<file path="config.mk">
export PLATFORM = sky130hd
export DESIGN_NAME = iso7816_t0_tpdu_monitor
export DESIGN_NICKNAME = d
export VERILOG_FILES = /design/src/rtl/iso7816_t0_pkg.sv /design/src/rtl/iso7816_t0_mon_ins_dir.sv /design/src/rtl/iso7816_t0_tpdu_monitor.sv
export SDC_FILE = /design/constraint.sdc
export NUM_CORES = 1
export LEC_CHECK = 0
export BUFFER_PORTS_ARGS = -buffer_cell sky130_fd_sc_hd__buf_2
export CELL_PAD_IN_SITES_DETAIL_PLACEMENT = 0
export CELL_PAD_IN_SITES_GLOBAL_PLACEMENT = 1
export CORE_MARGIN = 2
export CORE_UTILIZATION = 43
export CTS_CLUSTER_SIZE = 12
export DETAILED_ROUTE_END_ITERATION = 16
export GPL_TIMING_DRIVEN = 0
export PLACE_DENSITY_LB_ADDON = 0.1
export SYNTH_ARGS = -nofsm -noshare
export SYNTH_HDL_FRONTEND = slang
export SYNTH_SLANG_ARGS = --single-unit
</file>
<file path="constraint.sdc">
create_clock -name clk -period 4.9 [get_ports clk]
set_clock_uncertainty 0.05 [all_clocks]
set_input_delay 0.245 -clock clk [delete_from_list [all_inputs] [get_ports clk]]
set_output_delay 0.245 -clock clk [all_outputs]
set_load 0.03 [all_outputs]
</file>
<file path="src/rtl/iso7816_t0_pkg.sv">
// -----------------------------------------------------------------------------
// iso7816_t0_pkg
// Shared definitions for the ISO7816-3 T=0 TPDU monitor.
//   - t0State_t    : FSM state encoding of the TPDU tracker
//   - T0_NULL      : NULL procedure byte (0x60)
//   - HDR_*_LSB    : bit offsets of the header fields in the 40-bit header
//   - isSw1Class() : true for bytes that open a status word (0x6X X!=0, 0x9X)
// -----------------------------------------------------------------------------
package iso7816_t0_pkg;

    typedef enum logic [2:0] {
        ST_HDR      = 3'd0,
        ST_PROC     = 3'd1,
        ST_DATA_ALL = 3'd2,
        ST_DATA_ONE = 3'd3,
        ST_SW2      = 3'd4
    } t0State_t;

    localparam logic [7:0] T0_NULL = 8'h60;

    localparam int HDR_CLA_LSB = 32;
    localparam int HDR_INS_LSB = 24;
    localparam int HDR_P1_LSB  = 16;
    localparam int HDR_P2_LSB  = 8;
    localparam int HDR_P3_LSB  = 0;

    // 0x60 itself is the NULL byte and is excluded from the 0x6X class.
    function automatic logic isSw1Class(input logic [7:0] b);
        return ((b[7:4] == 4'h6) && (b[3:0] != 4'h0)) || (b[7:4] == 4'h9);
    endfunction

endpackage

</file>
<file path="src/rtl/iso7816_t0_mon_ins_dir.sv">
// -----------------------------------------------------------------------------
// iso7816_t0_ins_dir
// Combinational INS-to-direction lookup. Used by iso7816_t0_tpdu_monitor only
// when T0_MON_INS_TABLE_EN is defined.
// Ports:
//   ins       in  8 : instruction byte of the current header
//   cardSends out 1 : high when the listed INS means the card sends data
// -----------------------------------------------------------------------------
module iso7816_t0_ins_dir (
    input  logic [7:0] ins,
    output logic       cardSends
);

    always_comb begin
        cardSends = 1'b0;
        case (ins)
            8'hB0, 8'hB2, 8'hC0, 8'hCA, 8'h84, 8'h12, 8'hF2: cardSends = 1'b1;
            default:                                         cardSends = 1'b0;
        endcase
    end

endmodule

</file>
<file path="src/rtl/iso7816_t0_tpdu_monitor.sv">
// -----------------------------------------------------------------------------
// iso7816_t0_tpdu_monitor
// Passive T=0 command/response tracker. Consumes convention-corrected bytes
// after ATR completion and reports header, procedure handling, data phase,
// status word, direction hints and error statistics.
//
// Build option: T0_MON_INS_TABLE_EN
//   defined   : data direction derived from a built-in INS table
//   undefined : data direction = cardSendsData sampled when P3 is accepted
//
// Ports:
//   clk, reset (async, active high)
//   enable               : ATR done and T=0 selected; low forces HDR
//   rxValid/rxData/rxFrameError : byte strobe, byte, parity/frame error flag
//   cardSendsData        : direction hint sampled at P3
//   header[39:0]         : {CLA, INS, P1, P2, P3}
//   waitCardTx/waitTermTx: expected next sender
//   dataValid/dataByte/dataIdx : data-phase byte report (one-cycle)
//   sw1, sw2, tpduDone   : status word and end-of-TPDU pulse
//   protoError           : illegal procedure byte pulse
//   nullCnt, tpduCnt, frameErrCnt, protoErrCnt : statistics
// -----------------------------------------------------------------------------
module iso7816_t0_tpdu_monitor
    import iso7816_t0_pkg::*;
#(
    parameter int NULL_CNT_WIDTH = 8,
    parameter int TPDU_CNT_WIDTH = 16,
    parameter int ERR_CNT_WIDTH  = 8
) (
    input  logic                      clk,
    input  logic                      reset,
    input  logic                      enable,
    input  logic                      rxValid,
    input  logic [7:0]                rxData,
    input  logic                      rxFrameError,
    input  logic                      cardSendsData,
    output logic [39:0]               header,
    output logic                      waitCardTx,
    output logic                      waitTermTx,
    output logic                      dataValid,
    output logic [7:0]                dataByte,
    output logic [8:0]                dataIdx,
    output logic [7:0]                sw1,
    output logic [7:0]                sw2,
    output logic                      tpduDone,
    output logic                      protoError,
    output logic [NULL_CNT_WIDTH-1:0] nullCnt,
    output logic [TPDU_CNT_WIDTH-1:0] tpduCnt,
    output logic [ERR_CNT_WIDTH-1:0]  frameErrCnt,
    output logic [ERR_CNT_WIDTH-1:0]  protoErrCnt
);

    t0State_t   state;
    t0State_t   stateNext;
    logic [2:0] hdrIdx;
    logic [8:0] remaining;
    logic [8:0] idxCnt;
    logic       outgoing;
    logic       outgoingAtP3;
    logic       acceptByte;
    logic       protoErrNext;
    logic [7:0] insByte;
    logic [8:0] p3Remaining;

    assign insByte    = header[HDR_INS_LSB +: 8];
    assign acceptByte = enable && rxValid && !rxFrameError;

`ifdef T0_MON_INS_TABLE_EN
    // INS is already in the header register when P3 arrives.
    iso7816_t0_ins_dir insDir (
        .ins       (insByte),
        .cardSends (outgoingAtP3)
    );
`else
    assign outgoingAtP3 = cardSendsData;
`endif

    // P3 == 0 means 256 bytes only for card-to-terminal transfers.
    assign p3Remaining = ((rxData == 8'h00) && outgoingAtP3) ? 9'd256 : {1'b0, rxData};

    always_comb begin
        stateNext    = state;
        protoErrNext = 1'b0;
        if (!enable) begin
            stateNext = ST_HDR;
        end else if (acceptByte) begin
            case (state)
                ST_HDR: begin
                    if (hdrIdx == 3'd4) stateNext = ST_PROC;
                end
                ST_PROC: begin
                    if (rxData == T0_NULL) begin
                        stateNext = ST_PROC;
                    end else if (rxData == insByte || rxData == ~insByte) begin
                        if (remaining == 9'd0) begin
                            protoErrNext = 1'b1;
                            stateNext    = ST_HDR;
                        end else begin
                            stateNext = (rxData == insByte) ? ST_DATA_ALL : ST_DATA_ONE;
                        end
                    end else if (isSw1Class(rxData)) begin
                        stateNext = ST_SW2;
                    end else begin
                        protoErrNext = 1'b1;
                        stateNext    = ST_HDR;
                    end
                end
                ST_DATA_ALL: begin
                    if (remaining <= 9'd1) stateNext = ST_PROC;
                end
                ST_DATA_ONE: stateNext = ST_PROC;
                ST_SW2:      stateNext = ST_HDR;
                default:     stateNext = ST_HDR;
            endcase
        end
    end

    always_ff @(posedge clk or posedge reset) begin
        if (reset) begin
            state       <= ST_HDR;
            hdrIdx      <= 3'd0;
            remaining   <= 9'd0;
            idxCnt      <= 9'd0;
            outgoing    <= 1'b0;
            header      <= 40'd0;
            waitCardTx  <= 1'b0;
            waitTermTx  <= 1'b0;
            dataValid   <= 1'b0;
            dataByte    <= 8'd0;
            dataIdx     <= 9'd0;
            sw1         <= 8'd0;
            sw2         <= 8'd0;
            tpduDone    <= 1'b0;
            protoError  <= 1'b0;
            nullCnt     <= '0;
            tpduCnt     <= '0;
            frameErrCnt <= '0;
            protoErrCnt <= '0;
        end else begin
            state      <= stateNext;
            dataValid  <= 1'b0;
            tpduDone   <= 1'b0;
            protoError <= protoErrNext;

            // Direction hints follow the state being entered, so they are
            // valid in the same cycle as the other byte-driven outputs.
            waitTermTx <= enable && ((stateNext == ST_HDR) ||
                          (((stateNext == ST_DATA_ALL) || (stateNext == ST_DATA_ONE)) && !outgoing));
            waitCardTx <= enable && ((stateNext == ST_PROC) || (stateNext == ST_SW2) ||
                          (((stateNext == ST_DATA_ALL) || (stateNext == ST_DATA_ONE)) && outgoing));

            if (!enable) begin
                hdrIdx <= 3'd0;
            end else if (rxValid && rxFrameError) begin
                // The card repeats an erroneous byte, so nothing advances.
                if (frameErrCnt != '1) frameErrCnt <= frameErrCnt + 1'b1;
            end else if (rxValid) begin
                case (state)
                    ST_HDR: begin
                        case (hdrIdx)
                            3'd0:    header[HDR_CLA_LSB +: 8] <= rxData;
                            3'd1:    header[HDR_INS_LSB +: 8] <= rxData;
                            3'd2:    header[HDR_P1_LSB  +: 8] <= rxData;
                            3'd3:    header[HDR_P2_LSB  +: 8] <= rxData;
                            default: header[HDR_P3_LSB  +: 8] <= rxData;
                        endcase
                        if (hdrIdx == 3'd4) begin
                            hdrIdx    <= 3'd0;
                            remaining <= p3Remaining;
                            outgoing  <= outgoingAtP3;
                            nullCnt   <= '0;
                            idxCnt    <= 9'd0;
                        end else begin
                            hdrIdx <= hdrIdx + 3'd1;
                        end
                    end
                    ST_PROC: begin
                        if (rxData == T0_NULL) begin
                            if (nullCnt != '1) nullCnt <= nullCnt + 1'b1;
                        end else if (protoErrNext) begin
                            if (protoErrCnt != '1) protoErrCnt <= protoErrCnt + 1'b1;
                        end else if (stateNext == ST_SW2) begin
                            sw1 <= rxData;
                        end
                    end
                    ST_DATA_ALL, ST_DATA_ONE: begin
                        dataValid <= 1'b1;
                        dataByte  <= rxData;
                        dataIdx   <= idxCnt;
                        idxCnt    <= idxCnt + 9'd1;
                        remaining <= remaining - 9'd1;
                    end
                    ST_SW2: begin
                        sw2      <= rxData;
                        tpduDone <= 1'b1;
                        tpduCnt  <= tpduCnt + 1'b1;
                    end
                    default: ;
                endcase
            end
        end
    end

endmodule

</file>
Word-level counts from Yosys, hierarchy flattened:

Cells that the tools add are included.

* register bits after elaboration: 143
* output and inout bits: 118

* $add $sub $neg: 7
* order comparisons: 1
* equal/unequal tests: 26
* mux-type cells: 39
* bitwise logic cells: 5
* reduce and logical (&&, ||, !) cells: 41

Operator list (number)
* 3-bit 2-to-1 mux: 12
* 9-bit case mux with 2 select lines: 2
* 5-bit AND reduction: 7
* 9-bit 2-to-1 mux: 3
* 8-bit by 1-bit adder with 8-bit output, second input constant: 3
* 8-bit 2-to-1 mux: 3
* 8-bit inequality test, second input constant: 3
* 7-bit AND reduction: 3
* 3-bit by 2-bit == test with 1-bit output, second input constant: 6
* 16-bit by 1-bit adder with 16-bit output, second input constant: 1
* 8-bit == test: 2
* 1-bit 2-to-1 mux: 16
* 8-bit case mux with 2 select lines: 1
* 3-bit case mux with 4 select lines: 1
* 9-bit by 1-bit adder with 9-bit output, second input constant: 1
* 3-bit by 1-bit == test with 1-bit output, second input constant: 3
* 3-bit == test, second input constant: 3
* 9-bit by 1-bit <= comparator with 1-bit output, second input constant: 1
* 1-bit logical AND: 9
* 3-bit logical NOT: 3
* 9-bit logical NOT: 1
* 9-bit by 1-bit subtractor with 9-bit output, second input constant: 1
* 8-bit by 7-bit == test with 1-bit output, second input constant: 1
* 8-bit logical NOT: 1
* other kinds (16): 32

Logic depth before layout (Yosys ltp):

* depth in word-level cells: 14
* gate-level depth with buffers: 8
* gate-level depth less buffers: 8

Worst setup path before layout:

OpenSTA, ideal clock, no wires.

* kind: reg2reg
* start: register header[28]
* end: register protoErrCnt[1]
* data arrival time: 1976 ps
* setup slack: 2750 ps
* stages on the path, launching flop included: 7
* path buffers: 0
* cell sequence: dfrtp_1 -> xnor2_1 -> nand4_1 -> or2_2 -> nand2_1 -> mux2i_4 -> mux2_2

* word-level cells in the longest chain between the ends: 9
* elaborated cells on any way between the ends: 10
* those cells by class: eq/ne (2); mux (5); bitwise (1); reduce/logical (2)

RTL lines
* start, declared: line iso7816_t0_tpdu_monitor.sv:37 `output logic [39:0] header,`
* start signal, assigned by index: line iso7816_t0_tpdu_monitor.sv:161 `3'd0: header[HDR_CLA_LSB +: 8] <= rxData;`
* start signal, assigned by index: line iso7816_t0_tpdu_monitor.sv:162 `3'd1: header[HDR_INS_LSB +: 8] <= rxData;`
* start signal, assigned by index: line iso7816_t0_tpdu_monitor.sv:163 `3'd2: header[HDR_P1_LSB +: 8] <= rxData;`
* 8-bit NOT: line iso7816_t0_tpdu_monitor.sv:94 `end else if (rxData == insByte || rxData == ~insByte) begin`
* 8-bit == test: line iso7816_t0_tpdu_monitor.sv:94
* 1-bit logical OR (*): line iso7816_t0_tpdu_monitor.sv:94
* 1-bit 2-to-1 mux (*): line iso7816_t0_tpdu_monitor.sv:94
* 1-bit 2-to-1 mux (*): line iso7816_t0_tpdu_monitor.sv:92 `if (rxData == T0_NULL) begin`
* 1-bit 2-to-1 mux (*): line iso7816_t0_tpdu_monitor.sv:87 `case (state)`
* 1-bit 2-to-1 mux (*): line iso7816_t0_tpdu_monitor.sv:86 `end else if (acceptByte) begin`
* 1-bit 2-to-1 mux (*): line iso7816_t0_tpdu_monitor.sv:84 `if (!enable) begin`
* 7-bit AND reduction (no line) (*)
* end signal, assigned: line iso7816_t0_tpdu_monitor.sv:181 `if (protoErrCnt != '1) protoErrCnt <= protoErrCnt + 1'b1;`
* end, declared: line iso7816_t0_tpdu_monitor.sv:50 `output logic [ERR_CNT_WIDTH-1:0] protoErrCnt`

Mark *: on every way between the ends. The rest lies on a longest branch, timed or not.
A chain may end at the register's enable or synchronous reset.

Final worst setup path:

* start: register remaining[2]
* end: register protoErrCnt[1]

* word-level cells in the longest chain between the ends: 8

RTL lines
* start, declared: line iso7816_t0_tpdu_monitor.sv:56 `logic [8:0] remaining;`
* start signal, assigned: line iso7816_t0_tpdu_monitor.sv:169 `remaining <= p3Remaining;`
* start signal, assigned: line iso7816_t0_tpdu_monitor.sv:191 `remaining <= remaining - 9'd1;`
* 9-bit logical NOT: line iso7816_t0_tpdu_monitor.sv:95 `if (remaining == 9'd0) begin`
* 1-bit 2-to-1 mux: line iso7816_t0_tpdu_monitor.sv:95
* 1-bit 2-to-1 mux: line iso7816_t0_tpdu_monitor.sv:94
* 1-bit 2-to-1 mux: line iso7816_t0_tpdu_monitor.sv:92
* 1-bit 2-to-1 mux: line iso7816_t0_tpdu_monitor.sv:87
* 1-bit 2-to-1 mux: line iso7816_t0_tpdu_monitor.sv:86
* 1-bit 2-to-1 mux: line iso7816_t0_tpdu_monitor.sv:84
* 7-bit AND reduction (no line)

Every way passes these cells.

==> flow_summary.toml <==
[status]
status = "finished, final reports clean"

[critical_path]
r2r-end = "protoErrCnt[1]$_DFFE_PP0P_"
worst_setup_path_start_kind = "register"
path_cells = "nor3_1, and3_2, nand3_1, mux2i_4, mux2_2"
path_class = "reg2reg"
crit_path_max_incr_delay_ps = 610
r2r_setup_slack_ps = 2510
required_ps = 5160
critPathArrivalTime_ps = 2650
cp_num_buf_inv = 0
setup.worst_path.end_class = "register"
timing.rr.start = "remaining[2]$_DFFE_PP0P_"
rr_worst_depth = 5
crit_family = "simple AND/OR/NAND/NOR gates"
crit_slowest_cell = "nor3_1"
crit_fanout = 8

[synth]
synthAdderAreaFrac_pct = 2.52
synth-simple-area-share_pct = 15.6
post-synth-top-area-fraction_pct = 55.5
yosysSeqAreaShare_pct = 55.5
synth_area_leaders = "dfrtp_1 (56%), mux2_2 (12%), nand2_1 (4.4%)"
syn_area_um2 = 6450
yosys.area.top_type = "dfrtp_1"
ys_ff_latch = 143
synthDistinctLibCells = 51
synth_cells = 552
syn_avg_cell_area_um2 = 11.7
synth_xor_area_share_pct = 6.52
synth_top_family_by_area = "simple AND/OR/NAND/NOR gates"
synthArstFlopShare_pct = 100
muxShareOfSynthArea_pct = 12.7
synth_edf_count = 0
synth_compound_area_share_pct = 4.74
ys_warn_count = 0
synth_ff_type = "dfrtp_1"
syn_nets = 579

[die]
initial_core_util_pct = 44.2
row_count = 44
die_h_um = 126
core_area_um2 = 14600
die_w_um = 126
dieArea_um2 = 16000
io_pins = 132

[global_routing]
grt_pass1_wl_um = 24300
grt_pass1_vias = 4661
grt_antenna_before_repair = 0
grt.total_usage_pct = 19.4
grt_overflow_total = 0
grt_max_degree = 84

[pwr]
p_sw_share_pct = 27.0
power.internal_uw = 2290
clkPwrFrac_pct = 43.3
pwr_density_cell_nw_per_um2 = 392
power.leakage_uw = 0.00415
power_frac_seq_pct = 42.3
p_sw_uw = 845
combPwrFrac_pct = 14.4
vdd_drop_max_mv = 0.238

[cts]
htreeDepth = 4
clkSlewWorstSetupHoldPaths_ps = 60
cts_setup_buffers = 0
cts_buffer_depth = 2
cts_inserted_buffers = 17
tritoncts = "built"
clock-sinks = 143
clk_latency_ps = 420
cts_root_buffer = "clkbuf_16"

[routing]
firstDrtPassIters = 4
wl_per_cell_um = 16.3
wl_um = 14700
drt-initial-drc-count = 221
vias = 4652
drc = 0
postRouteAntennaNets = 0
via_per_inst = 5.17

[worst_hold_path]
min_from = "cardSendsData"
holdPathEnd = "outgoing$_DFFE_PP0P_"
hold_depth = 2
hold_class = "in2reg"

[place]
dp_hpwl_um = 10200
dp.cells = 868
portBuffers = 131
place_congestion = 0.804

[cells_and_area]
utilization_pct = 54.8
fin_nets = 731
drive_above_1_share_pct = 35.7
fillers = 1297
syn2layout_area_growth_pct = 24.0
num_antenna_cells = 0
fin_cells = 899

[timing]
setup_violations = 0
fin_crit_sh_pct = 48.9
slew_headroom_pct = 48.5
rsz0062_at_grt = "false"
period_needed_ps = 2390
worst_pin_slew_ps = 767
fmax_ghz = 0.418
drv_slew = 0
finalHoldViolations = 0

[job]
max_cap_violations = 0
how the worst max path moves through the flow:
stage                                   startpoint                    endpoint  slack, ps  cells after the start
final                     remaining[2]$_DFFE_PP0P_  protoErrCnt[1]$_DFFE_PP0P_       2510                      5
after global routing      remaining[3]$_DFFE_PP0P_        waitTermTx$_DFF_PP0_       2290                      7
after CTS                 remaining[2]$_DFFE_PP0P_        waitTermTx$_DFF_PP0_       2490                      7
after detailed placement  remaining[2]$_DFFE_PP0P_        waitTermTx$_DFF_PP0_       2510                      7
after global placement                       reset          sw1[1]$_DFFE_PP0P_       -840                      2
after floorplan                              reset     dataByte[0]$_DFFE_PP0P_        770                      1
through the flow:
stage          worst slack (ps)  cell area [µm²]  total power (µW)  setup TNS, ps  hold WS (ps)
2_1_floorplan               767             6450              1650              0           347
3_3_place_gp               -837             7330              1790        -118280           404
3_5_place_dp               2510             7360              1800              0           319
4_1_cts                    2490             7990              3170              0          61.0
5_1_grt                    2290             7990              3260              0          64.8
6_report                   2510             7990              3130              0          83.7
routing by layer:
layer	global-route usage (%)	part of all wire (%)	vias up
li1	-	-	2217
met1	25.2	45	2299
met2	30.1	47	112
met3	6.41	6.0	24
met4	7.63	2.1	0
met5	0	0	-
power by group through the flow:
stage	Sequential [µW]	Combinational [µW]	Clock, µW
floorplan	1500	151	0
global placement	1340	449	0
detailed placement	1350	456	0
CTS	1330	459	1390
global route	1340	484	1440
finish	1330	452	1360
kinds of logic (layout without fill, tap and decap cells):
kind of cell,Yosys count,count (layout)
buffers and inverters,30,193
and+or+nand+nor,197,197
AOI/OAI and AO/OA,49,49
adders and majority gates,13,13
DFF,143,143
muxes,72,72
xor gates and xnor gates,48,48
layout make-up:
cell class	count	area, µm²	area share, %
buffer	19	113	1.41
clock buffer	20	457	5.71
clock inverter	10	161	2.02
inverter	11	46.3	0.579
multi-input combinational	379	2710	34.0
sequential	143	3580	44.8
tap	184	230	2.88
timing repair buffer	133	693	8.67
state kept, by name (all words and copies together) (netlist names), 3 cells and up:
| signal | count |
|---|---|
| header | 40 |
| tpduCnt | 16 |
| dataIdx | 9 |
| idxCnt | 9 |
| remaining | 9 |
| dataByte | 8 |
| frameErrCnt | 8 |
| nullCnt | 8 |
| protoErrCnt | 8 |
| sw1 | 8 |
| sw2 | 8 |
| hdrIdx | 3 |
| state | 3 |
synth_stat cells, types with 3 or more instances:
| cell type | instances |
|---|---|
| buf_4 | 3 |
| nand3_1 | 17 |
| inv_1 | 11 |
| nand2_1 | 76 |
| dfrtp_1 | 143 |
| nand4_1 | 16 |
| or3_1 | 4 |
| mux2_2 | 69 |
| clkbuf_1 | 11 |
| nor2_1 | 31 |
| ha_1 | 13 |
| xor2_1 | 16 |
| o21ai_0 | 18 |
| nand3_2 | 3 |
| nor3_1 | 8 |
| and4_1 | 3 |
| xnor2_1 | 32 |
| a31oi_1 | 3 |
| nor4_1 | 3 |
| and3_1 | 12 |
| nor2b_1 | 5 |
| a21oi_1 | 17 |
cell usage in the layout, fill, tap and decap left out, types with 3 or more instances in the layout:
cell        synthesis  layout
clkbuf_16           0      17
a21oi_1            17      17
clkbuf_1           11      12
xnor2_1            32      32
xor2_1             16      16
clkbuf_8            2       4
nand4_1            16      16
buf_2               2     133
a31oi_1             3       3
buf_4               3       3
or3_1               4       4
nand3_2             3       3
nor2_1             31      31
inv_1              11      10
o21ai_0            18      18
nand2_1            76      76
and4_1              3       3
and3_1             12      12
nor3_1              8       8
dfrtp_1           143     143
nor2b_1             5       5
clkinvlp_4          0       3
nand3_1            17      17
nor4_1              3       3
mux2_2             69      69
ha_1               13      13
bufinv_16           0       4
repair_timing:
item                                   4_1_cts  5_1_grt
endpoints found under the hold margin       60        0
gates resized for setup                      0        0
hold buffers                                 1        0
setup endpoints to repair                    0        0
(Power assumes the default switching activity.)
